===== config.mk =====
export PLATFORM = sky130hd
export DESIGN_NAME = decode_pipe_unit
export DESIGN_NICKNAME = d
export VERILOG_FILES = /design/src/rtl/decode_pipe_unit.sv
export SDC_FILE = /design/constraint.sdc
export NUM_CORES = 1
export LEC_CHECK = 0
export ABC_AREA = 1
export CELL_PAD_IN_SITES_DETAIL_PLACEMENT = 0
export CELL_PAD_IN_SITES_GLOBAL_PLACEMENT = 1
export CORE_UTILIZATION = 37
export CTS_CLUSTER_DIAMETER = 80
export CTS_CLUSTER_SIZE = 30
export DETAILED_ROUTE_END_ITERATION = 6
export GPL_ROUTABILITY_DRIVEN = 0
export PLACE_DENSITY = 0.95
export SLEW_MARGIN = 10
export SYNTH_ARGS = -nofsm -noshare
export SYNTH_HDL_FRONTEND = slang
export SYNTH_SLANG_ARGS = --single-unit

===== constraint.sdc =====
create_clock -name clk -period 6.7 [get_ports clk]
set_clock_uncertainty 0.05 [all_clocks]
set_input_delay 1.34 -clock clk [delete_from_list [all_inputs] [get_ports clk]]
set_output_delay 1.34 -clock clk [all_outputs]
set_load 0.1 [all_outputs]

===== src/rtl/decode_pipe_unit.sv =====
// Single-stage instruction decoder with a valid/ready handshake and a load-use interlock.
// Decode outputs are registered; in_ready is combinational from held state and the incoming IR.
module decode_pipe_unit #(
    parameter int unsigned IW        = 64,
    parameter int unsigned LOAD_LAT  = 1,
    parameter int unsigned HAZARD_EN = 1,
    parameter int unsigned STRI_EN   = 1
) (
    input  logic          clk,
    input  logic          rst,
    input  logic          flush,
    input  logic          in_valid,
    output logic          in_ready,
    input  logic [IW-1:0] IR,
    output logic          out_valid,
    input  logic          out_ready,
    output logic          branch,
    output logic          write_to_mem,
    output logic          read_from_mem,
    output logic          write_op_is_reg,
    output logic          write_op_is_imm,
    output logic          write_op_is_regd,
    output logic          br_if_equals,
    output logic          illegal,
    output logic [4:0]    alu_op,
    output logic [5:0]    reg_d,
    output logic [5:0]    reg_a,
    output logic [5:0]    reg_b,
    output logic [63:0]   imm_val
);

    localparam int unsigned OPW = 6;
    localparam int unsigned RW  = 6;
    localparam int unsigned AW  = 5;
    localparam int unsigned DW  = 64;
    localparam int unsigned CW  = 3;

    localparam logic [OPW-1:0] OP_NOP  = 6'h00;
    localparam logic [OPW-1:0] OP_MOV  = 6'h01;
    localparam logic [OPW-1:0] OP_LD   = 6'h02;
    localparam logic [OPW-1:0] OP_STR  = 6'h03;
    localparam logic [OPW-1:0] OP_BEQ  = 6'h04;
    localparam logic [OPW-1:0] OP_BNEQ = 6'h05;
    localparam logic [OPW-1:0] OP_ALU  = 6'h06;
    localparam logic [OPW-1:0] OP_LDI  = 6'h07;
    localparam logic [OPW-1:0] OP_STRI = 6'h08;

    logic [OPW-1:0] opcode;
    logic           d_branch, d_wtm, d_rfm, d_wreg, d_wimm, d_wregd, d_beq, d_illegal;
    logic           imm_fmt, use_a, use_b, use_d;
    logic [RW-1:0]  d_reg_d, d_reg_a, d_reg_b;
    logic [AW-1:0]  d_alu_op;
    logic [DW-1:0]  imm_base, d_imm;
    logic [CW-1:0]  ld_cnt;
    logic [RW-1:0]  ld_rd;
    logic           hit_held, hit_ld, stall, accept;

    assign opcode = IR[IW-1 -: OPW];

    // Opcode table: control bits, immediate format and which register fields are sources.
    always_comb begin
        d_branch  = 1'b0;
        d_wtm     = 1'b0;
        d_rfm     = 1'b0;
        d_wreg    = 1'b0;
        d_wimm    = 1'b0;
        d_wregd   = 1'b0;
        d_beq     = 1'b0;
        d_illegal = 1'b0;
        imm_fmt   = 1'b0;
        use_a     = 1'b0;
        use_b     = 1'b0;
        use_d     = 1'b0;
        case (opcode)
            OP_NOP: ;
            OP_MOV, OP_ALU: begin
                d_wreg = 1'b1;
                use_a  = 1'b1;
                use_b  = 1'b1;
            end
            OP_LD: begin
                d_rfm = 1'b1;
                use_a = 1'b1;
                use_b = 1'b1;
            end
            OP_STR: begin
                d_wtm  = 1'b1;
                d_wreg = 1'b1;
                use_a  = 1'b1;
                use_b  = 1'b1;
                use_d  = 1'b1;
            end
            OP_BEQ, OP_BNEQ: begin
                d_branch = 1'b1;
                d_wregd  = 1'b1;
                d_beq    = (opcode == OP_BEQ);
                use_a    = 1'b1;
                use_b    = 1'b1;
                use_d    = 1'b1;
            end
            OP_LDI: begin
                d_wimm  = 1'b1;
                imm_fmt = 1'b1;
            end
            OP_STRI: begin
                if (STRI_EN != 0) begin
                    d_wtm   = 1'b1;
                    d_wimm  = 1'b1;
                    imm_fmt = 1'b1;
                    use_d   = 1'b1;
                end else begin
                    d_illegal = 1'b1;
                end
            end
            default: d_illegal = 1'b1;
        endcase
    end

    assign d_reg_d  = imm_fmt ? IR[57:52] : IR[17:12];
    assign d_reg_a  = imm_fmt ? '0 : IR[11:6];
    assign d_reg_b  = imm_fmt ? '0 : IR[5:0];
    assign d_alu_op = imm_fmt ? '0 : IR[22:18];
    assign imm_base = {16'b0, IR[51:4]};
    assign d_imm    = imm_fmt ? (imm_base << {IR[3:0], 2'b00}) : '0;

    // Load-use interlock: held LD still in the output register, or an LD that left recently.
    assign hit_held = (use_a && IR[11:6] == reg_d) || (use_b && IR[5:0] == reg_d) ||
                      (use_d && d_reg_d == reg_d);
    assign hit_ld   = (use_a && IR[11:6] == ld_rd) || (use_b && IR[5:0] == ld_rd) ||
                      (use_d && d_reg_d == ld_rd);
    assign stall    = (HAZARD_EN != 0) &&
                      ((out_valid && read_from_mem && hit_held) || (ld_cnt != '0 && hit_ld));
    assign in_ready = !rst && (!out_valid || out_ready) && !flush && !stall;
    assign accept   = in_valid && in_ready;

    always_ff @(posedge clk) begin
        if (rst) begin
            out_valid        <= 1'b0;
            branch           <= 1'b0;
            write_to_mem     <= 1'b0;
            read_from_mem    <= 1'b0;
            write_op_is_reg  <= 1'b0;
            write_op_is_imm  <= 1'b0;
            write_op_is_regd <= 1'b0;
            br_if_equals     <= 1'b0;
            illegal          <= 1'b0;
            alu_op           <= '0;
            reg_d            <= '0;
            reg_a            <= '0;
            reg_b            <= '0;
            imm_val          <= '0;
            ld_cnt           <= '0;
            ld_rd            <= '0;
        end else begin
            if (flush) begin
                out_valid <= 1'b0;
            end else if (accept) begin
                out_valid        <= 1'b1;
                branch           <= d_branch;
                write_to_mem     <= d_wtm;
                read_from_mem    <= d_rfm;
                write_op_is_reg  <= d_wreg;
                write_op_is_imm  <= d_wimm;
                write_op_is_regd <= d_wregd;
                br_if_equals     <= d_beq;
                illegal          <= d_illegal;
                alu_op           <= d_alu_op;
                reg_d            <= d_reg_d;
                reg_a            <= d_reg_a;
                reg_b            <= d_reg_b;
                imm_val          <= d_imm;
            end else if (out_ready) begin
                out_valid <= 1'b0;
            end

            // Bubble counter armed when a held LD is consumed; flush wins over the hand-off.
            if (flush) begin
                ld_cnt <= '0;
            end else if (out_valid && out_ready && read_from_mem) begin
                ld_cnt <= CW'(LOAD_LAT);
                ld_rd  <= reg_d;
            end else if (ld_cnt != '0) begin
                ld_cnt <= ld_cnt - CW'(1);
            end
        end
    end

endmodule


Word-level counts from Yosys, hierarchy flattened. Cells that the tools add are included.

Register bits after elaboration: 104. Input port bits: 69. Output and inout bits: 97.

Add/subtract/negate cells: 1. Eq/ne operators: 14. Shifts and indexed selects: 1. Muxes and demuxes: 18. Bitwise gates (word level): 1. Reduce and logical (&&, ||, !) cells: 40.

Operators with widths (count): $mux 64 (1); $shl 48x6->64 (1); $eq 6x6->1 (6); $eq 6x3->1 const B (4); $mux 6 (3); $logic_and 1x1->1 (15); $mux 1 (13); $eq 6x2->1 const B (2); $reduce_or 9->1 (1); $reduce_or 2->1 (4); $eq 6x1->1 const B (1); $eq 6x4->1 const B (1); $logic_not 6->1 (1); $logic_or 1x1->1 (6); $reduce_or 3->1 (2); $reduce_or 6->1 (1); $mux 5 (1); $logic_not 1->1 (4); $reduce_and 2->1 (2); $reduce_bool 2->1 (2); $reduce_or 4->1 (1); $reduce_bool 3->1 (1); $sub 3x1->3 const B (1); $not 1->1 (1).

Longest topological paths before layout.
Depth in word-level cells: 13. Depth in mapped cells: 19. Depth with buffers taken out: 18.

Worst setup path after synthesis. Ideal clock, no wire load.

Kind: input port to output port. Start point: input port IR[58]. End point: output port in_ready. Arrival: 3259 ps. Required time: 5310 ps. Setup slack: 2051 ps. Stages: 14. Cell sequence: nor2_1 -> nand3_4 -> nand2_4 -> buf_6 -> nand2_2 -> nand2_2 -> nand2_1 -> nand3_1 -> nor2_1 -> nand2_1 -> nand2_1 -> nand2_2 -> nand3_4 -> inv_1.

Cells in the longest elaborated chain, start to end: 11.

RTL lines: start: declaration (RTL line 14) `input logic [IW-1:0] IR,`; $eq 6x4->1 or $eq 6x3->1 (tied branches) (RTL line 74) `case (opcode)`; $reduce_or 2->1 (no source line); $mux 1; $mux 6 (RTL line 119) `assign d_reg_d = imm_fmt ? IR[57:52] : IR[17:12];`; $eq 6x6->1 (on tied branches) (RTL line 128, 130); $logic_and 1x1->1 (on tied branches) (RTL line 128, 130); $logic_or 1x1->1 (on tied branches) (RTL line 127, 129); $logic_and 1x1->1 (RTL line 132) `((out_valid && read_from_mem && hit_held) || (ld_cnt != '0 && hit_ld));`; $logic_or 1x1->1 * (RTL line 132); $logic_not 1->1 * (RTL line 133) `assign in_ready = !rst && (!out_valid || out_ready) && !flush && !stall;`; $logic_and 1x1->1 * (RTL line 133); end: declaration (RTL line 13) `output logic in_ready,`.

Mark *: on every way between the ends. The rest lies on a longest branch, timed or not.

Worst setup path after layout.
Start point: input port IR[60]. End point: output port in_ready.

The elaborated chain is that of the path after synthesis.

==> flow_summary.ini <==
[finish]
layout.nets = 1427
largest_register_ffs = 64
area_growth_pct = 26.8
drive_above_1_share_pct = 3.89
regMostFlops = imm_val
nFillCells = 2026
diodes = 0

[route]
drt_first_pass_iters = 7
drtIter0Drc = 1115
viasPerCell = 5.23
drtAntennaViolNets = 0
drc = 0
wl_per_cell_microns = 15.9
vias = 8471
routed_wl_microns = 25700

[cts]
cts.path.max_buffers = 2
clk_latency_ps = 360
cts_sinks = 104
cts.clk_slew.worst_paths_ps = 70
cts-resized-gates = 0
h-tree-depth = 3
cts_tree = built
postCtsSetupBuffers = 0
numCtsBuffers = 9
clockRootBuffer = clkbuf_16
cts_hold_buffers = 0

[power_and_ir_drop]
peakVddDrop_mv = 0.0924
leakagePower_nw = 4.10
p_int_mw = 1.07
p_comb_share_pct = 34.1
cellPowerDensity_nw_per_um2 = 194
power_frac_clock_pct = 28.5
p_sw_mw = 0.714
power_frac_seq_pct = 37.4
switching_share_pct = 40.0

[sta]
setup_violations = 0
finalMaxSlewViolations = 0
tns_ps = 0
clock.fmax_ghz = 0.188
fin_ws_ps = 1380
rsz0062_at_grt = false
hold_violations = 0
fin_crit_sh_pct = 79.4
relSlewSlack_pct = 31.4
max_slew.worst_pin.slew_ps = 1030
period_minus_slack_ps = 5320

[die]
start_util_pct = 38.3
row_count = 50
die_area_sq_um = 20200
core_area_sq_um = 19000
dieHeight_microns = 142
boundaryPins = 166
die_w_microns = 142

[synthesis]
yosysTopAreaCellShare_pct = 28.7
synth_edf_count = 0
synth_area_per_cell_sq_um = 5.79
yosysTopAreaCell = dfxtp_1
synth_commonest_cells = 360 x nand2_1, 265 x nor2_1, 111 x inv_1
synth.distinct_cells = 39
synthesis.area_sq_um = 7250
syn_nets = 1323
synth_most_common_cell = nand2_1
syn_inst = 1252
synth_seq_cells = 104
seq_area_frac_synth_pct = 28.7
ys_warn_count = 0
synth-main-ff-cell = dfxtp_1
synthTopCellsByArea = dfxtp_1 29%, nand2_1 19%, nor2_1 14%
synthArstFlopShare_pct = 0

[critical_path]
crit_type = input port to primary output
crit_chain = clkdlybuf4s50_1 -> inv_1 -> nor2_2 -> nand3_4 -> nand2_4 -> nand2_1 -> nand2_1 -> nand2_1 -> nand2_1 -> nand2_1 -> nor2_1 -> nand2_1 -> nand2_1 -> nand2_2 -> nand3_4 -> inv_1 -> buf_12
start_kind = input port
crit_top_cell = nand2_1
cp_max_fo = 32
arrival_ps = 3930
cp-end-kind = primary output
slowest_stage = clkdlybuf4s50_1
slowest_delay_ps = 500
cp_data_required_time_ps = 5310

[placed_design]
hpwl_microns = 19200
place_ws_ps = 1430
port_buffers = 165

[global_routing]
grt_antenna_before_repair = 0
grt_pass1_wl_microns = 40500
first_global_vias = 7560
grtUsageTotal_pct = 25.8
grt.overflow.total = 0
grt_max_degree = 101

[run]
drv_cap = 0

[status]
status = finished, final reports clean

[min_path]
hp-class = flip-flop to flip-flop
-- worst max-delay path, delay by kind of cell --
kind | cells | cell delay (ps)
AND/OR/NAND/NOR | 13 | 1750
buffers and inverters | 4 | 820
-- layer usage --
metal	vias up	GRT usage [%]	routed length, microns
met1	3726	37.1	11900
met5	-	0	0
met4	0	9.56	753
met2	468	36.0	10500
li1	4217	-	-
met3	60	7.34	2590
-- metrics by stage --
stage          std cells  hold WS, ps  utilization (%)  cell area [sq um]  power (mW)
3_3_place_gp        1605          403             47.0               8910        1.28
3_5_place_dp        1605          413             47.0               8910        1.28
6_report            1621          422             48.5               9190        1.78
5_1_grt             1621          454             48.5               9190        1.87
2_1_floorplan       1252          391                -               7250        1.11
4_1_cts             1621          424             48.5               9190        1.79
-- power by group through the flow --
stage,sequential [mW],combinational (mW),clock [mW]
2_1_floorplan,0.882,0.227,0
3_3_place_gp,0.681,0.597,0
3_5_place_dp,0.682,0.599,0
4_1_cts,0.667,0.600,0.519
5_1_grt,0.671,0.647,0.551
6_report,0.667,0.607,0.509
-- cells by family after synthesis --
kind of cell	synth area share (%)
multiplexers	1.24
flip-flops	28.7
AO/OA/AOI/OAI	10.7
XOR/XNOR	1.09
buffers and inverters	11.7
AND/OR/NAND/NOR	46.2
adder cells (fa/ha/maj)	0.345
-- layout make-up --
class                           instances  area, sq um  share of cell area, %
Clock buffer                            9          225                   2.45
Inverter                              118          443                   4.82
Timing Repair Buffer                  176         1730                   18.9
Clock inverter                          7         56.3                  0.612
Multi-Input combinational cell        947         4330                   47.1
Sequential cell                       104         2080                   22.6
Tap cell                              260          325                   3.54
-- placed cells by master, fill, tap and decap left out, types with 7 or more instances in the layout --
| master | n |
|---|---|
| nand2_1 | 360 |
| nor2_1 | 265 |
| clkdlybuf4s50_1 | 162 |
| inv_1 | 111 |
| dfxtp_1 | 104 |
| o21ai_0 | 86 |
| nand3_1 | 66 |
| nand4_1 | 64 |
| a21oi_1 | 17 |
| o22ai_1 | 15 |
| buf_4 | 11 |
| mux2i_1 | 9 |
| clkbuf_16 | 9 |
| nor3_1 | 8 |
| xnor2_1 | 7 |
| o221ai_1 | 7 |
-- final timing paths --
kind / startpoint / to / slack, ps / cells after the start
max: IR[60] / in_ready / 1380 / 17
min: ld_cnt[1] / ld_cnt[1] / 420 / 2
max reg2reg: reg_d[2] / imm_val[14] / 3560 / 14
min reg2reg: ld_cnt[1] / ld_cnt[1] / 420 / 2
No activity file was read; power rests on OpenSTA's default activity.
==> RTL edit (same settings) <==
Make the reset (`rst`) asynchronous in one clocked block.
--- a/src/rtl/decode_pipe_unit.sv
+++ b/src/rtl/decode_pipe_unit.sv
@@ -133,7 +133,7 @@
     assign in_ready = !rst && (!out_valid || out_ready) && !flush && !stall;
     assign accept   = in_valid && in_ready;
 
-    always_ff @(posedge clk) begin
+    always_ff @(posedge clk or posedge rst) begin
         if (rst) begin
             out_valid        <= 1'b0;
             branch           <= 1'b0;
Formal check against the unedited RTL: differs if rst is asserted again (counterexample within 4 cycles, from zero or initial values and one cycle with rst high); with rst held inactive, the same outputs for 4 cycles.
==> RTL edit against the unedited design <==
  * Wire length up 0.25%
  * Area after synthesis up 2.4%
  * Sequential power up 5.2%
  * Worst hold slack is essentially flat
  * Total power grew 8.4%
  * Design area up 2.5%
  * Critical endpoint unchanged
  * Critical path depth decreased by 2
  * Sequential cell count stayed put
  * Worst setup slack got worse by 0.18 ns
==> RTL edit: results (changes against the unedited design) <==
metric	value	unit	change
grt_pass1_wl	40900	um	+1.0%
postCtsSetupBuffers	0		unchanged
hold_start	imm_val[14]		
r2r-start	reg_d[1]		
preCtsSetupSlack	1.09	ns	-0.338 ns
globalRouteMet3Util	4.43	%	-2.9 points
grtUsageMet2	37.8	%	+1.7 points
sw_frac_of_total	42.3	%	+2.2 points
max_slew_margin	28.6	%	-2.8 points
crit_fanout	36		+13%
place_area	9130	um2	+2.5%
whs	0.422	ns	+0.000167 ns
sequentialPowerShare	36.3	%	-1.1 points
synth_cells	1141		-8.9%
top_layer_used	met4		
yosys_most_used_dff	dfrtp_1		
comb_power	0.696	mW	+15%
slowest_delay	0.47	ns	-0.03 ns
synthTopCellsByArea	dfrtp_1 (35%), nand2_1 (21%), nand4_1 (8.3%)		
ff2ff_setup_slack	3.25	ns	-0.31 ns
first_pass_iters	5		-2
p_leak	4.57	nW	+11%
grt_max_degree	96		-5.0%
synthArstFlopShare	100	%	+100 points
cp.arrival	4.11	ns	+0.18 ns
seq_area_frac_synth	35.1	%	+6.3 points
vdd_ir_drop_max	0.144	mV	+56%
track_usage	25.7	%	-0.12 points
wl_met2	11200	um	+6.4%
yosys-top-cells-count	nand2_1 (414), dfrtp_1 (104), nand4_1 (99)		
fin_ws	1.20	ns	-0.185 ns
syn_nets	1212		-8.4%
grt_pass1_vias	7508		-0.69%
detailed_place_hpwl	18900	um	-1.6%
wl_met3	2070	um	-20%
use_met1	37.8	%	+0.67 points
synth_cell_type_count	40		+2.6%
r2r_cells	13		-1
power.total	1.93	mW	+8.4%
drive_above_1_share	4.98	%	+1.1 points
crit_path_start	IR[59]		
status	completed		
wl	25800	um	+0.25%
filler_cell_count	2064		+1.9%
rr_endpoint	imm_val[39]		
whs_endpoint	imm_val[14]		
detail_route.iter0.violations	1051		-5.7%
fin_nets	1310		-8.2%
fin_cells	1509		-6.9%
viasPerCell	5.40		+3.3%
met1Wirelength	12000	um	+0.74%
RTL edit: area by class of cell:
| type | count | area, um2 | share of cell area (%) |
|---|---|---|---|
| timing repair buffer | 178 | 1770 | 18.8 |
| multi-input combinational | 863 | 4110 | 43.6 |
| tap | 265 | 332 | 3.52 |
| clock buffer | 9 | 225 | 2.39 |
| clock inverter | 7 | 71.3 | 0.756 |
| inverter | 83 | 314 | 3.33 |
| sequential | 104 | 2600 | 27.6 |
RTL edit: kinds of logic (layout without fill, tap and decap cells):
| logic type | after synthesis | count (layout) | share of synthesized area (%) |
|---|---|---|---|
| flip-flops | 104 | 104 | 35.1 |
| adder cells (fa/ha/maj) | 2 | 2 | 0.337 |
| AO/OA/AOI/OAI | 138 | 138 | 10.6 |
| buffers and inverters | 174 | 277 | 9.81 |
| AND/OR/NAND/NOR | 706 | 706 | 42.1 |
| XOR/XNOR | 9 | 9 | 1.06 |
| multiplexers | 8 | 8 | 1.08 |
